### src/rtl/csr_pkg.sv
// Shared definitions for the CSR file and trap sequencer: CSR addresses,
// mstatus bit positions, decoder bundle fields, RMW op codes and FSM states.
package csr_pkg;

  localparam logic [11:0] CSR_MSTATUS  = 12'h300;
  localparam logic [11:0] CSR_MTVEC    = 12'h305;
  localparam logic [11:0] CSR_MSCRATCH = 12'h340;
  localparam logic [11:0] CSR_MEPC     = 12'h341;
  localparam logic [11:0] CSR_MCAUSE   = 12'h342;
  localparam logic [11:0] CSR_SEPC     = 12'h141;

  localparam int MSTATUS_SIE  = 1;
  localparam int MSTATUS_MIE  = 3;
  localparam int MSTATUS_SPIE = 5;
  localparam int MSTATUS_MPIE = 7;

  // Only SIE, MIE, SPIE and MPIE are backed by storage
  localparam logic [63:0] MSTATUS_WMASK = 64'h0000_0000_0000_00AA;

  localparam int SIGN_WE   = 5;
  localparam int SIGN_MRET = 4;
  localparam int SIGN_SRET = 3;
  localparam int SIGN_ZIMM = 2;

  typedef enum logic [1:0] {
    OP_WRITE = 2'b00,
    OP_SET   = 2'b01,
    OP_CLEAR = 2'b10,
    OP_RSVD  = 2'b11
  } csr_op_e;

  typedef enum logic [1:0] {
    ST_IDLE,
    ST_TRAP_SAVE,
    ST_TRAP_JUMP,
    ST_RET
  } trap_state_e;

endpackage

### src/rtl/csr_alu.sv
// Combinational CSR read-modify-write: produces the new CSR value from the
// old value, the operand and the write/set/clear op.
module csr_alu
  import csr_pkg::*;
#(
  parameter int XLEN = 64
) (
  input  logic [XLEN-1:0] old_i,
  input  logic [XLEN-1:0] operand_i,
  input  csr_op_e         op_i,
  output logic [XLEN-1:0] new_o
);

  always_comb begin
    new_o = old_i;
    unique case (op_i)
      OP_WRITE: new_o = operand_i;
      OP_SET:   new_o = old_i | operand_i;
      OP_CLEAR: new_o = old_i & ~operand_i;
      // Reserved encoding leaves the register untouched
      default:  new_o = old_i;
    endcase
  end

endmodule

### src/rtl/csr_trap_ctrl.sv
// Machine/supervisor CSR file with exception entry and mret/sret sequencing;
// drives PC redirects and the pipeline stall.
module csr_trap_ctrl
  import csr_pkg::*;
#(
  parameter logic [63:0] RESET_MTVEC = 64'h0,
  parameter int          XLEN        = 64
) (
  input  logic            clk,
  input  logic            rst,
  input  logic            valid_i,
  input  logic [5:0]      sign_i,
  input  logic [11:0]     csr_addr_i,
  input  logic [XLEN-1:0] rs1_data_i,
  input  logic [XLEN-1:0] zimm_i,
  input  logic [XLEN-1:0] pc_i,
  input  logic            except_i,
  input  logic [XLEN-1:0] cause_i,
  output logic [XLEN-1:0] csr_rdata_o,
  output logic            illegal_o,
  output logic            busy_o,
  output logic            redirect_o,
  output logic [XLEN-1:0] redirect_pc_o
);

  localparam logic [XLEN-1:0] ALIGN_MASK = ~XLEN'(3);

  trap_state_e     state_q, state_d;
  logic            ret_mret_q, ret_mret_d;
  logic [XLEN-1:0] mstatus_q, mstatus_d;
  logic [XLEN-1:0] mtvec_q, mtvec_d;
  logic [XLEN-1:0] mscratch_q, mscratch_d;
  logic [XLEN-1:0] mepc_q, mepc_d;
  logic [XLEN-1:0] mcause_q, mcause_d;
  logic [XLEN-1:0] sepc_q, sepc_d;

  logic            idle;
  logic            is_ret;
  logic            csr_hit;
  logic            rmw_en;
  logic [XLEN-1:0] old_val;
  logic [XLEN-1:0] operand;
  logic [XLEN-1:0] new_val;

  assign idle    = (state_q == ST_IDLE);
  assign is_ret  = sign_i[SIGN_MRET] | sign_i[SIGN_SRET];
  assign operand = sign_i[SIGN_ZIMM] ? zimm_i : rs1_data_i;

  always_comb begin
    old_val = '0;
    csr_hit = 1'b1;
    unique case (csr_addr_i)
      CSR_MSTATUS:  old_val = mstatus_q;
      CSR_MTVEC:    old_val = mtvec_q;
      CSR_MSCRATCH: old_val = mscratch_q;
      CSR_MEPC:     old_val = mepc_q;
      CSR_MCAUSE:   old_val = mcause_q;
      CSR_SEPC:     old_val = sepc_q;
      default:      csr_hit = 1'b0;
    endcase
  end

  csr_alu #(
    .XLEN (XLEN)
  ) u_alu (
    .old_i     (old_val),
    .operand_i (operand),
    .op_i      (csr_op_e'(sign_i[1:0])),
    .new_o     (new_val)
  );

  // An exception in the same cycle suppresses the CSR op; returns take priority over writes
  assign rmw_en = idle & valid_i & sign_i[SIGN_WE] & ~except_i & ~is_ret & csr_hit;

  assign illegal_o   = ~rst & idle & valid_i & sign_i[SIGN_WE] & ~except_i & ~is_ret & ~csr_hit;
  assign csr_rdata_o = (~rst & idle & valid_i & ~except_i & csr_hit) ? old_val : '0;

  always_comb begin
    state_d       = state_q;
    ret_mret_d    = ret_mret_q;
    mstatus_d     = mstatus_q;
    mtvec_d       = mtvec_q;
    mscratch_d    = mscratch_q;
    mepc_d        = mepc_q;
    mcause_d      = mcause_q;
    sepc_d        = sepc_q;
    busy_o        = 1'b0;
    redirect_o    = 1'b0;
    redirect_pc_o = '0;

    unique case (state_q)
      ST_IDLE: begin
        if (except_i) begin
          state_d = ST_TRAP_SAVE;
        end else if (valid_i && is_ret) begin
          state_d    = ST_RET;
          ret_mret_d = sign_i[SIGN_MRET];
        end else if (rmw_en) begin
          unique case (csr_addr_i)
            CSR_MSTATUS:  mstatus_d  = new_val & MSTATUS_WMASK;
            CSR_MTVEC:    mtvec_d    = new_val;
            CSR_MSCRATCH: mscratch_d = new_val;
            CSR_MEPC:     mepc_d     = new_val;
            CSR_MCAUSE:   mcause_d   = new_val;
            CSR_SEPC:     sepc_d     = new_val;
            default:      ;
          endcase
        end
      end

      ST_TRAP_SAVE: begin
        busy_o   = 1'b1;
        mepc_d   = pc_i & ALIGN_MASK;
        mcause_d = cause_i;
        state_d  = ST_TRAP_JUMP;
      end

      ST_TRAP_JUMP: begin
        busy_o                  = 1'b1;
        redirect_o              = 1'b1;
        redirect_pc_o           = mtvec_q & ALIGN_MASK;
        mstatus_d[MSTATUS_MPIE] = mstatus_q[MSTATUS_MIE];
        mstatus_d[MSTATUS_MIE]  = 1'b0;
        state_d                 = ST_IDLE;
      end

      ST_RET: begin
        busy_o     = 1'b1;
        redirect_o = 1'b1;
        if (ret_mret_q) begin
          redirect_pc_o           = mepc_q;
          mstatus_d[MSTATUS_MIE]  = mstatus_q[MSTATUS_MPIE];
          mstatus_d[MSTATUS_MPIE] = 1'b1;
        end else begin
          redirect_pc_o           = sepc_q;
          mstatus_d[MSTATUS_SIE]  = mstatus_q[MSTATUS_SPIE];
          mstatus_d[MSTATUS_SPIE] = 1'b1;
        end
        state_d = ST_IDLE;
      end

      default: state_d = ST_IDLE;
    endcase
  end

  always_ff @(posedge clk or posedge rst) begin
    if (rst) begin
      state_q    <= ST_IDLE;
      ret_mret_q <= 1'b0;
      mstatus_q  <= '0;
      mtvec_q    <= RESET_MTVEC[XLEN-1:0];
      mscratch_q <= '0;
      mepc_q     <= '0;
      mcause_q   <= '0;
      sepc_q     <= '0;
    end else begin
      state_q    <= state_d;
      ret_mret_q <= ret_mret_d;
      mstatus_q  <= mstatus_d;
      mtvec_q    <= mtvec_d;
      mscratch_q <= mscratch_d;
      mepc_q     <= mepc_d;
      mcause_q   <= mcause_d;
      sepc_q     <= sepc_d;
    end
  end

endmodule

### config.mk
export PLATFORM = sky130hd
export DESIGN_NAME = csr_trap_ctrl
export DESIGN_NICKNAME = d
export VERILOG_FILES = /design/src/rtl/csr_pkg.sv /design/src/rtl/csr_alu.sv /design/src/rtl/csr_trap_ctrl.sv
export SDC_FILE = /design/constraint.sdc
export NUM_CORES = 1
export LEC_CHECK = 0
export CORE_MARGIN = 1
export CORE_UTILIZATION = 49
export CTS_BUF_LIST = sky130_fd_sc_hd__clkbuf_4 sky130_fd_sc_hd__clkbuf_8
export CTS_CLUSTER_SIZE = 20
export DETAILED_ROUTE_END_ITERATION = 6
export PLACE_DENSITY_LB_ADDON = 0.12
export SLEW_MARGIN = 20
export SYNTH_ARGS = -nofsm -noshare
export SYNTH_HDL_FRONTEND = slang
export SYNTH_HIERARCHICAL = 1
export SYNTH_SLANG_ARGS = --single-unit
### constraint.sdc
create_clock -name clk -period 13.4 [get_ports clk]
set_clock_uncertainty 0.15 [all_clocks]
set_input_delay 2.68 -clock clk [delete_from_list [all_inputs] [get_ports clk]]
set_output_delay 2.68 -clock clk [all_outputs]
set_load 0.05 [all_outputs]
==> flow_summary.yaml <==
run_status:
  outcome: "finished, violations left"
  violations: "design-rule violations"
timing:
  hold_violations: 0
  fin_crit_sh: 0.7256
  max_freq_mhz: 102.8
  setup-violations-final: 0
  layout_setup_ws_ns: 3.677
  slew-limit-headroom: 0.2092
  period_minus_slack_ns: 9.723
  rsz0062_at_grt: "no"
  drv_slew: 0
  worstMarginPinSlew_ns: 1.186
  setup_tns_ns: 0
clocking:
  cts_setup_buffers: 0
  cts-root-buf: "clkbuf_8"
  clk_path_buf_depth: 3
  clk_latency_ns: 0.66
  clkTransAtPathRegs_ns: 0.06
  cts_resized: 0
  cts_made_buffers: 55
  cts_tree: "built"
  hold_buffers: 0
  cts.sinks: 327
  cts-htree-levels: 2
global_route:
  antenna_found_initial: 5
  grt_start_max_net_pins: 170
  track_usage: 0.3649
  grt_pass1_vias: 21360
  grt_pass1_wl_microns: 124900
  grt_overflow: 0
routing:
  totalWireLength_microns: 82250
  wl_per_cell_microns: 25.43
  detail-route-antenna-nets: 0
  vias_per_cell: 6.556
  drc: 6
  dr.pass1.iters: 7
  vias: 21200
  drtIter0Drc: 2368
synth:
  synth_area_leader_cell: "dfrtp_1"
  synth_cell_types: 54
  syn_area_sq_mm: 0.02135
  synth.area.top_cells: "dfrtp_1, mux2_2, nand3b_1"
  synth-simple-area-share: 0.1840
  synth_warnings: 6
  synth_top_cell_area_share: 0.3834
  synthCells: 2345
  synth_compound_area_frac: 0.2060
  synth-xor-area-share: 0.0004103
  synth_top_family_by_area: "compound AO/OA/AOI/OAI gates"
  netlist_top_cells_count: "dfrtp_1, mux2_2, o21ai_0, nand2_1, clkbuf_1"
  muxShareOfSynthArea: 0.1637
  ys.flop_type: "dfrtp_1"
  synth.ff_latch_count: 327
  synth_fa_ha_area_frac: 0
  avgSynthCellArea_sq_um: 9.103
  synth_edf_count: 0
  ys_seq_area_frac: 0.3834
  synth_most_common_cell: "dfrtp_1"
  async_reset_ff_frac: 1.000
  synth_fp_nets: 2623
die:
  die_y_microns: 210.7
  start_util: 0.4966
  rows: 76
  die_area_sq_mm: 0.04440
  die_w_microns: 210.7
  io-pin-count: 409
  coreArea_sq_mm: 0.04298
setup_path:
  critical_path_class: "in -> out"
  path_max_fanout: 75
  worst_ep_arrival_time_ns: 6.89
  cp.required_ns: 10.57
  endpoint_kind: "output port"
  start_kind: "input port"
cells_and_area:
  area_growth_pct: 24.76
  finalNetCount: 2879
  final_util: 0.6196
  fin_cells: 3234
  drive_gt1_frac: 0.1566
place:
  dpl.hpwl_microns: 46730
  port_buffers: 406
  placed_cells: 3129
  gp_congestion: 0.8688
  place_ws_ns: 3.822
worst_hold_path:
  hold_path_class: "reg -> reg"
power_and_ir_drop:
  ir_worst_vdd_v: 0.0001095
  leakagePower_nw: 11.57
  p_per_area_mw_per_mm2: 141.3
job:
  maxCapViolCount: 0
[power by group]
part | switching [mW] | leakage [nW] | internal [mW]
registers | 0.146 | 4.18 | 1.19
clock network | 0.421 | 0.623 | 0.520
logic | 0.939 | 6.77 | 0.549
[logic make-up after synthesis]
| family | after synthesis |
|---|---|
| XOR/XNOR | 1 |
| flip-flops | 327 |
| buffers and inverters | 309 |
| AO/OA/AOI/OAI | 666 |
| AND/OR/NAND/NOR | 725 |
| multiplexers | 317 |
[cells in the final DEF, fill, tap and decap left out, drive strengths merged, types with 4 or more instances in the layout]
cell type,n
clkdlybuf4s50,400
dfrtp,327
mux2,257
o21ai,184
nand2,177
nand3b,160
nor2,156
a21oi,150
clkbuf,94
nand3,70
nand2b,67
a31oi,65
inv,64
o211a,62
mux2i,60
a41oi,55
buf,43
nor4,42
a22oi,41
a211oi,37
o211ai,34
a222oi,23
nand4,12
and2,8
a221o,8
nor3,7
diode,6
or4,6
clkinv,5
o2bb2ai,4
[area by class of cell]
class                      count  area, sq um
tap                          585        732.0
antenna                        6        15.01
clock inverter                 5        25.02
inverter                      65        247.7
sequential                   327         8194
multi-input combinational   1709        11950
timing repair buffer         443         4349
clock buffer                  94         1119
fill                        3709        16350
[stage by stage]
| step | power (mW) | hold slack [ns] | cell area (sq um) |
|---|---|---|---|
| after CTS | 3.755 | 0.3388 | 26620 |
| after global placement | 2.769 | 0.3179 | 25470 |
| final | 3.764 | 0.3355 | 26630 |
| after detailed placement | 2.809 | 0.3253 | 25470 |
| after global routing | 3.945 | 0.3583 | 26620 |
| after floorplan | 2.310 | 0.3074 | 21350 |
[worst max-delay path, cell delays in order]
cell and delay (ns):
buf_4 0.31, buf_4 0.49, or4_1 0.77, nor3_4 0.61
buf_4 0.55, a22oi_1 0.15, a21oi_1 0.39, clkdlybuf4s50_1 0.90
[metal layers]
layer	vias to the layer above	wire [microns]	global-route usage
li1	9158	-	-
met1	10450	32510	0.4791
met2	1352	38050	0.5789
met3	243	8122	0.06408
met4	0	3558	0.1867
met5	-	0	0
[flip-flops by register name, indices dropped and copies added, names as in the netlist]
| register | cells |
|---|---|
| mscratch_q | 64 |
| sepc_q | 64 |
| ret_mret_q | 1 |
| mtvec_q | 64 |
| state_q | 2 |
| mcause_q | 64 |
| mstatus_q | 4 |
| mepc_q | 64 |
[path summary, 6_finish.rpt]
path / from / end / slack [ns] / cells after the start
setup reg to reg: state_q[0] / mepc_q[41] / 9.47 / 6
setup / recovery: csr_addr_i[1] / csr_rdata_o[38] / 3.68 / 8
min in group asynchronous: rst / mtvec_q[59] / 2.29 / 2
hold reg to reg: mscratch_q[2] / mscratch_q[2] / 0.34 / 1
max in group asynchronous: rst / ret_mret_q / 9.44 / 3
hold / removal: mscratch_q[2] / mscratch_q[2] / 0.34 / 1
Power figures use the tool's default switching activity.
